$ cat src/rtl/stream_max_min_8_pkg.sv
// Shared types and constants for the streaming max/min tracker.
package stream_max_min_8_pkg;

  localparam int unsigned DATA_W = 8;

  typedef enum logic [1:0] {
    IDLE  = 2'd0,
    TRACK = 2'd1,
    DONE  = 2'd2
  } state_t;

  // Cascade inputs for a stand-alone comparator: "equal so far"
  localparam logic CMP_L0 = 1'b0;
  localparam logic CMP_G0 = 1'b0;
  localparam logic CMP_E0 = 1'b1;

endpackage

$ cat src/rtl/stream_max_min_8_cmp.sv
// 8-bit cascadable magnitude comparator; the most significant differing bit decides,
// and fully equal operands pass the cascade inputs through.
module stream_max_min_8_cmp
  import stream_max_min_8_pkg::*;
(
  input  logic [DATA_W-1:0] i_a,
  input  logic [DATA_W-1:0] i_b,
  input  logic              i_l,
  input  logic              i_g,
  input  logic              i_e,
  output logic              o_lt_c,
  output logic              o_gt_c,
  output logic              o_eq_c
);

  // Scan LSB to MSB so a higher differing bit overrides any lower one
  always_comb begin
    o_lt_c = i_l;
    o_gt_c = i_g;
    o_eq_c = i_e;
    for (int i = 0; i < int'(DATA_W); i++) begin
      if (i_a[i] != i_b[i]) begin
        o_gt_c = i_a[i];
        o_lt_c = i_b[i];
        o_eq_c = 1'b0;
      end
    end
  end

endmodule

$ cat src/rtl/stream_max_min_8.sv
// Tracks the running maximum and minimum (with first-occurrence index) over a
// window of COUNT unsigned 8-bit samples, raising done when the window completes.
module stream_max_min_8
  import stream_max_min_8_pkg::*;
#(
  parameter  int unsigned COUNT = 8,
  localparam int unsigned CW    = $clog2(COUNT)
) (
  input  logic              clk,
  input  logic              rst,
  input  logic              start,
  input  logic              valid_in,
  input  logic [DATA_W-1:0] data_in,
  output logic              ready,
  output logic              busy,
  output logic              done,
  output logic [DATA_W-1:0] max_out,
  output logic [DATA_W-1:0] min_out,
  output logic [CW-1:0]     max_idx,
  output logic [CW-1:0]     min_idx,
  output logic [CW-1:0]     count
);

  state_t            r_state;
  logic [DATA_W-1:0] r_max;
  logic [DATA_W-1:0] r_min;
  logic [CW-1:0]     r_max_idx;
  logic [CW-1:0]     r_min_idx;
  logic [CW-1:0]     r_count;

  state_t            w_state_nxt;
  logic [DATA_W-1:0] w_max_nxt;
  logic [DATA_W-1:0] w_min_nxt;
  logic [CW-1:0]     w_max_idx_nxt;
  logic [CW-1:0]     w_min_idx_nxt;
  logic [CW-1:0]     w_count_nxt;

  logic w_max_lt, w_max_gt, w_max_eq;
  logic w_min_lt, w_min_gt, w_min_eq;
  logic w_max_upd;
  logic w_min_upd;

  stream_max_min_8_cmp u_cmp_max (
    .i_a    (data_in),
    .i_b    (r_max),
    .i_l    (CMP_L0),
    .i_g    (CMP_G0),
    .i_e    (CMP_E0),
    .o_lt_c (w_max_lt),
    .o_gt_c (w_max_gt),
    .o_eq_c (w_max_eq)
  );

  stream_max_min_8_cmp u_cmp_min (
    .i_a    (data_in),
    .i_b    (r_min),
    .i_l    (CMP_L0),
    .i_g    (CMP_G0),
    .i_e    (CMP_E0),
    .o_lt_c (w_min_lt),
    .o_gt_c (w_min_gt),
    .o_eq_c (w_min_eq)
  );

  // Strict inequality only: ties keep the first occurrence
  assign w_max_upd = w_max_gt & ~w_max_lt & ~w_max_eq;
  assign w_min_upd = w_min_lt & ~w_min_gt & ~w_min_eq;

  // State register and datapath
  always_ff @(posedge clk) begin
    if (rst) begin
      r_state   <= IDLE;
      r_max     <= 8'h00;
      r_min     <= 8'hFF;
      r_max_idx <= '0;
      r_min_idx <= '0;
      r_count   <= '0;
    end else begin
      r_state   <= w_state_nxt;
      r_max     <= w_max_nxt;
      r_min     <= w_min_nxt;
      r_max_idx <= w_max_idx_nxt;
      r_min_idx <= w_min_idx_nxt;
      r_count   <= w_count_nxt;
    end
  end

  // Next-state and sample tracking; start outranks valid_in in every state
  always_comb begin
    w_state_nxt   = r_state;
    w_max_nxt     = r_max;
    w_min_nxt     = r_min;
    w_max_idx_nxt = r_max_idx;
    w_min_idx_nxt = r_min_idx;
    w_count_nxt   = r_count;
    case (r_state)
      IDLE: begin
        if (start) begin
          w_state_nxt = TRACK;
          w_count_nxt = '0;
        end
      end
      TRACK: begin
        if (start) begin
          w_count_nxt = '0;
        end else if (valid_in) begin
          if (r_count == '0) begin
            w_max_nxt     = data_in;
            w_min_nxt     = data_in;
            w_max_idx_nxt = '0;
            w_min_idx_nxt = '0;
          end else begin
            if (w_max_upd) begin
              w_max_nxt     = data_in;
              w_max_idx_nxt = r_count;
            end
            if (w_min_upd) begin
              w_min_nxt     = data_in;
              w_min_idx_nxt = r_count;
            end
          end
          if (r_count == CW'(COUNT - 1)) begin
            w_count_nxt = '0;
            w_state_nxt = DONE;
          end else begin
            w_count_nxt = r_count + CW'(1);
          end
        end
      end
      DONE: begin
        if (start) begin
          w_state_nxt = TRACK;
          w_count_nxt = '0;
        end
      end
      default: begin
        w_state_nxt = IDLE;
      end
    endcase
  end

  assign ready   = (r_state == TRACK);
  assign busy    = (r_state == TRACK);
  assign done    = (r_state == DONE);
  assign max_out = r_max;
  assign min_out = r_min;
  assign max_idx = r_max_idx;
  assign min_idx = r_min_idx;
  assign count   = r_count;

endmodule

$ cat config.mk
export PLATFORM = sky130hd
export DESIGN_NAME = stream_max_min_8
export DESIGN_NICKNAME = d
export VERILOG_FILES = /design/src/rtl/stream_max_min_8_pkg.sv /design/src/rtl/stream_max_min_8_cmp.sv /design/src/rtl/stream_max_min_8.sv
export SDC_FILE = /design/constraint.sdc
export NUM_CORES = 1
export LEC_CHECK = 0
export ABC_CLOCK_PERIOD_IN_PS = 2200
export CELL_PAD_IN_SITES_DETAIL_PLACEMENT = 0
export CELL_PAD_IN_SITES_GLOBAL_PLACEMENT = 1
export CORE_AREA = 2 2 59 72
export DETAILED_ROUTE_END_ITERATION = 8
export DIE_AREA = 0 0 61 74
export DONT_BUFFER_PORTS = 1
export PLACE_DENSITY = 0.81
export SYNTH_ARGS = -nofsm -noshare
export SYNTH_HDL_FRONTEND = slang
export SYNTH_SLANG_ARGS = --single-unit
$ cat constraint.sdc
create_clock -name clk -period 2.2 [get_ports clk]
set_input_delay 0 -clock clk [delete_from_list [all_inputs] [get_ports clk]]
set_output_delay 0 -clock clk [all_outputs]
set_load 0.01 [all_outputs]
==> results.md <==
* Status: complete, no violations
* FF-to-FF End: min_out[3]
* Leak pwr at 0.747 nW
* Syn-to-layout area delta at 16.6%
* Hpwl dp at 2670 um
* Setup crit end kind: flop
* Nets at 240
* Pin slew with the least headroom to its limit at between 0.7 and 0.8 ns
* # DRC at 0
* Reg clk slew, reported paths at 0.10 ns
* Share of post-route cells with drive strength above 1 at 13.6%
* Hold path depth at 4
* Seq/Total Area, Yosys at 32.8%
* GRT Util Overall at around 18%
* Syn_nets at 218
* Mapped Area at around 0.0016 mm2
* Min cycle time layout at 2.02 ns
* Commonest cells in the netlist: nand2_1, dfxtp_1, inv_1
* Power Dens Cells at ~490 mW/mm2
* Synth area leaders: dfxtp_1, nand2_1, mux2i_1
* Multiplexer share of the synthesized area at about 7.3%
* Clk Latency, worst-skew pair at 0.28 ns
* Grt ovf at 0
* Clk sink count at 27
* DIE AREA at 0.00451 mm2
* Async set-reset flop share out of synthesis at 0%
* Antenna Nets Post-Route at 0
* Post-DR vias/cell at 5.09
* Core Region at between 0.003 and 0.004 mm2
* Ys flop type: dfxtp_1
* Most frequent cell after synthesis: nand2_1
* First-pass GRT wire length at 6020 um
* Final setup violation count at 0
* Vias after detailed routing at 1,395
* RSZ-0062 raised after global routing: false
* Pins Over Slew Limit at 0
* Post-synthesis compound-gate area fraction at 15.9%
* Final Hold Violating Endpoints at 0
* Yosys Warn Count at 0
* Starting Density at 42.8%
* Relative slew margins at ~52%
* Setup Skew at 0.00706 ns
* XOR/XNOR Fraction of Synth Area at between 3 and 4%
* Final worst slack at 0.183 ns
* DRT Pass-1 Iters at 4
* Max Freq at 496 MHz
* Filler cell count at about 390
* Root buf cell: clkbuf_8
* Overall Power at 0.950 mW
* RD Place Congestion at a little over 0.8
* Port buffer count at 0
* Row Count at 25
* Synth Instances at 199
* Hold wc startpoint: start
* IO Pins at 40
* Hold Slack at 0.109 ns
* Largest net degree at the start of global routing at 28
* Synth top area share at 32.8%
* Hold path endpoint: r_state[1]
* ANT cells at 0
* Maxcap violations at 0
* Reg2reg setup slack at ~0.18 ns
* FF-to-FF Start: min_out[0]
* Worst slack, placed at 0.193 ns
* VDD IR-drop max at 0.192 mV
* Wire per inst at 14.0 um
* Initial antenna violation count at 0
* CTS tree: yes
* R2R cell count at 9
* WP data arrival at 2.19 ns
* Adder and majority gate portion of the synthesized area at 8.05%
* Crit path launch: min_out[0]
* Vias in the first global route at 1,334
* Drt total wl at between 3000 and 4000 um
* Post-cts sizing count at 0
* Die Width at 61 um
* Largest area contributor in the netlist: dfxtp_1
* CP startpoint kind: flop
* CP Class: reg -> reg
* Synth Area in Simple Gates at 25.8%
* Largest family of logic cells by synthesized area: simple AND/OR/NAND/NOR gates
* H-tree level count at 1
* Setup TNS Final at 0 ns
* Worst min path class: in -> reg
* Synthesis-stage register bit count at 27
* Synth cell types at 47
* Die H at 74 um
* Crit share post-route at 91.7%
* Syn avg cell area at around 8.3 um2
* Total clock buffers created by CTS at 3
* Number of flops mapped to enable cells by yosys at 0
* Initial DRC count at 69
* CP required at roughly 2.4 ns
* CP Max Fanout at 7
* Clock buffer depth at 2
==> power by group <==
| part | total [mW] | internal (mW) | switching (mW) |
|---|---|---|---|
| logic | 0.140 | 0.0689 | 0.0712 |
| clock network | 0.293 | 0.127 | 0.166 |
| registers | 0.517 | 0.500 | 0.0167 |
==> kinds of logic (layout without fill, tap and decap cells) <==
group                    count (synthesis)  after routing
flip-flops                              27             27
adder cells (fa/ha/maj)                 11             11
AND/OR/NAND/NOR                         84             84
XOR/XNOR                                 6              6
AO/OA/AOI/OAI                           36             36
buffers and inverters                   23             44
multiplexers                            12             12
==> layout make-up <==
class                           instances  area [um2]  area share, %
Sequential cell                        27         541           28.2
Clock inverter                          1        5.00          0.261
Clock buffer                            3        41.3           2.15
Tap cell                               54        67.6           3.52
Inverter                               15        56.3           2.93
Timing Repair Buffer                   25         218           11.3
Multi-Input combinational cell        149         991           51.6
==> metrics by stage <==
stage	std cells	utilization [%]	cell area (um2)
after floorplan	199	-	1650
after global placement	255	45.0	1730
after detailed placement	255	45.0	1730
after CTS	271	49.3	1900
after global routing	274	49.9	1920
final	274	49.9	1920
==> flip-flops by register name (all words and copies together), names as in the netlist <==
name / cells
count: 3
max_idx: 3
max_out: 8
min_idx: 3
min_out: 8
r_state: 2
==> critical path, cell delays in order, from the launching register on <==
cell,delay [ns]
dfxtp_1,0.34
ha_1,0.17
nor2b_1,0.13
maj3_2,0.31
o311ai_2,0.33
a211oi_4,0.11
buf_4,0.18
buf_4,0.15
nor3_1,0.13
a21oi_1,0.06
==> per-layer routing <==
layer	vias up	wire length, um	GRT usage, %
met2	25	1800	28.3
met1	650	1780	23.4
met4	0	59	7.25
li1	715	-	-
met5	-	0	0
met3	5	206	4.17
==> worst max-delay path by stage <==
stage                       endpoint  slack [ns]  cells after the start
after global routing      min_out[3]       0.003                     10
after CTS                 min_out[3]        0.15                      9
after global placement    min_out[7]        0.20                      8
after detailed placement  max_idx[0]        0.19                      8
final                     min_out[3]        0.18                      9
after floorplan           min_out[0]        0.33                      9
==> cell usage in the layout, fill, tap and decap left out, drive strengths merged, types with 5 or more instances in the layout <==
master,instances
ha,7
buf,13
nor2,9
nor2b,12
nor3,7
inv,14
a21oi,12
nand2b,10
nand3,6
o21ai,5
xnor2,5
dfxtp,27
nand2,35
mux2i,12
dlygate4sd3,12
==> timing repair <==
item / CTS / global route
hold buffers: 12 / 0
endpoints found under the hold margin: 26 / 0
setup buffers: 0 / 3
setup endpoints to repair: 0 / 1
(Power assumes the default switching activity.)
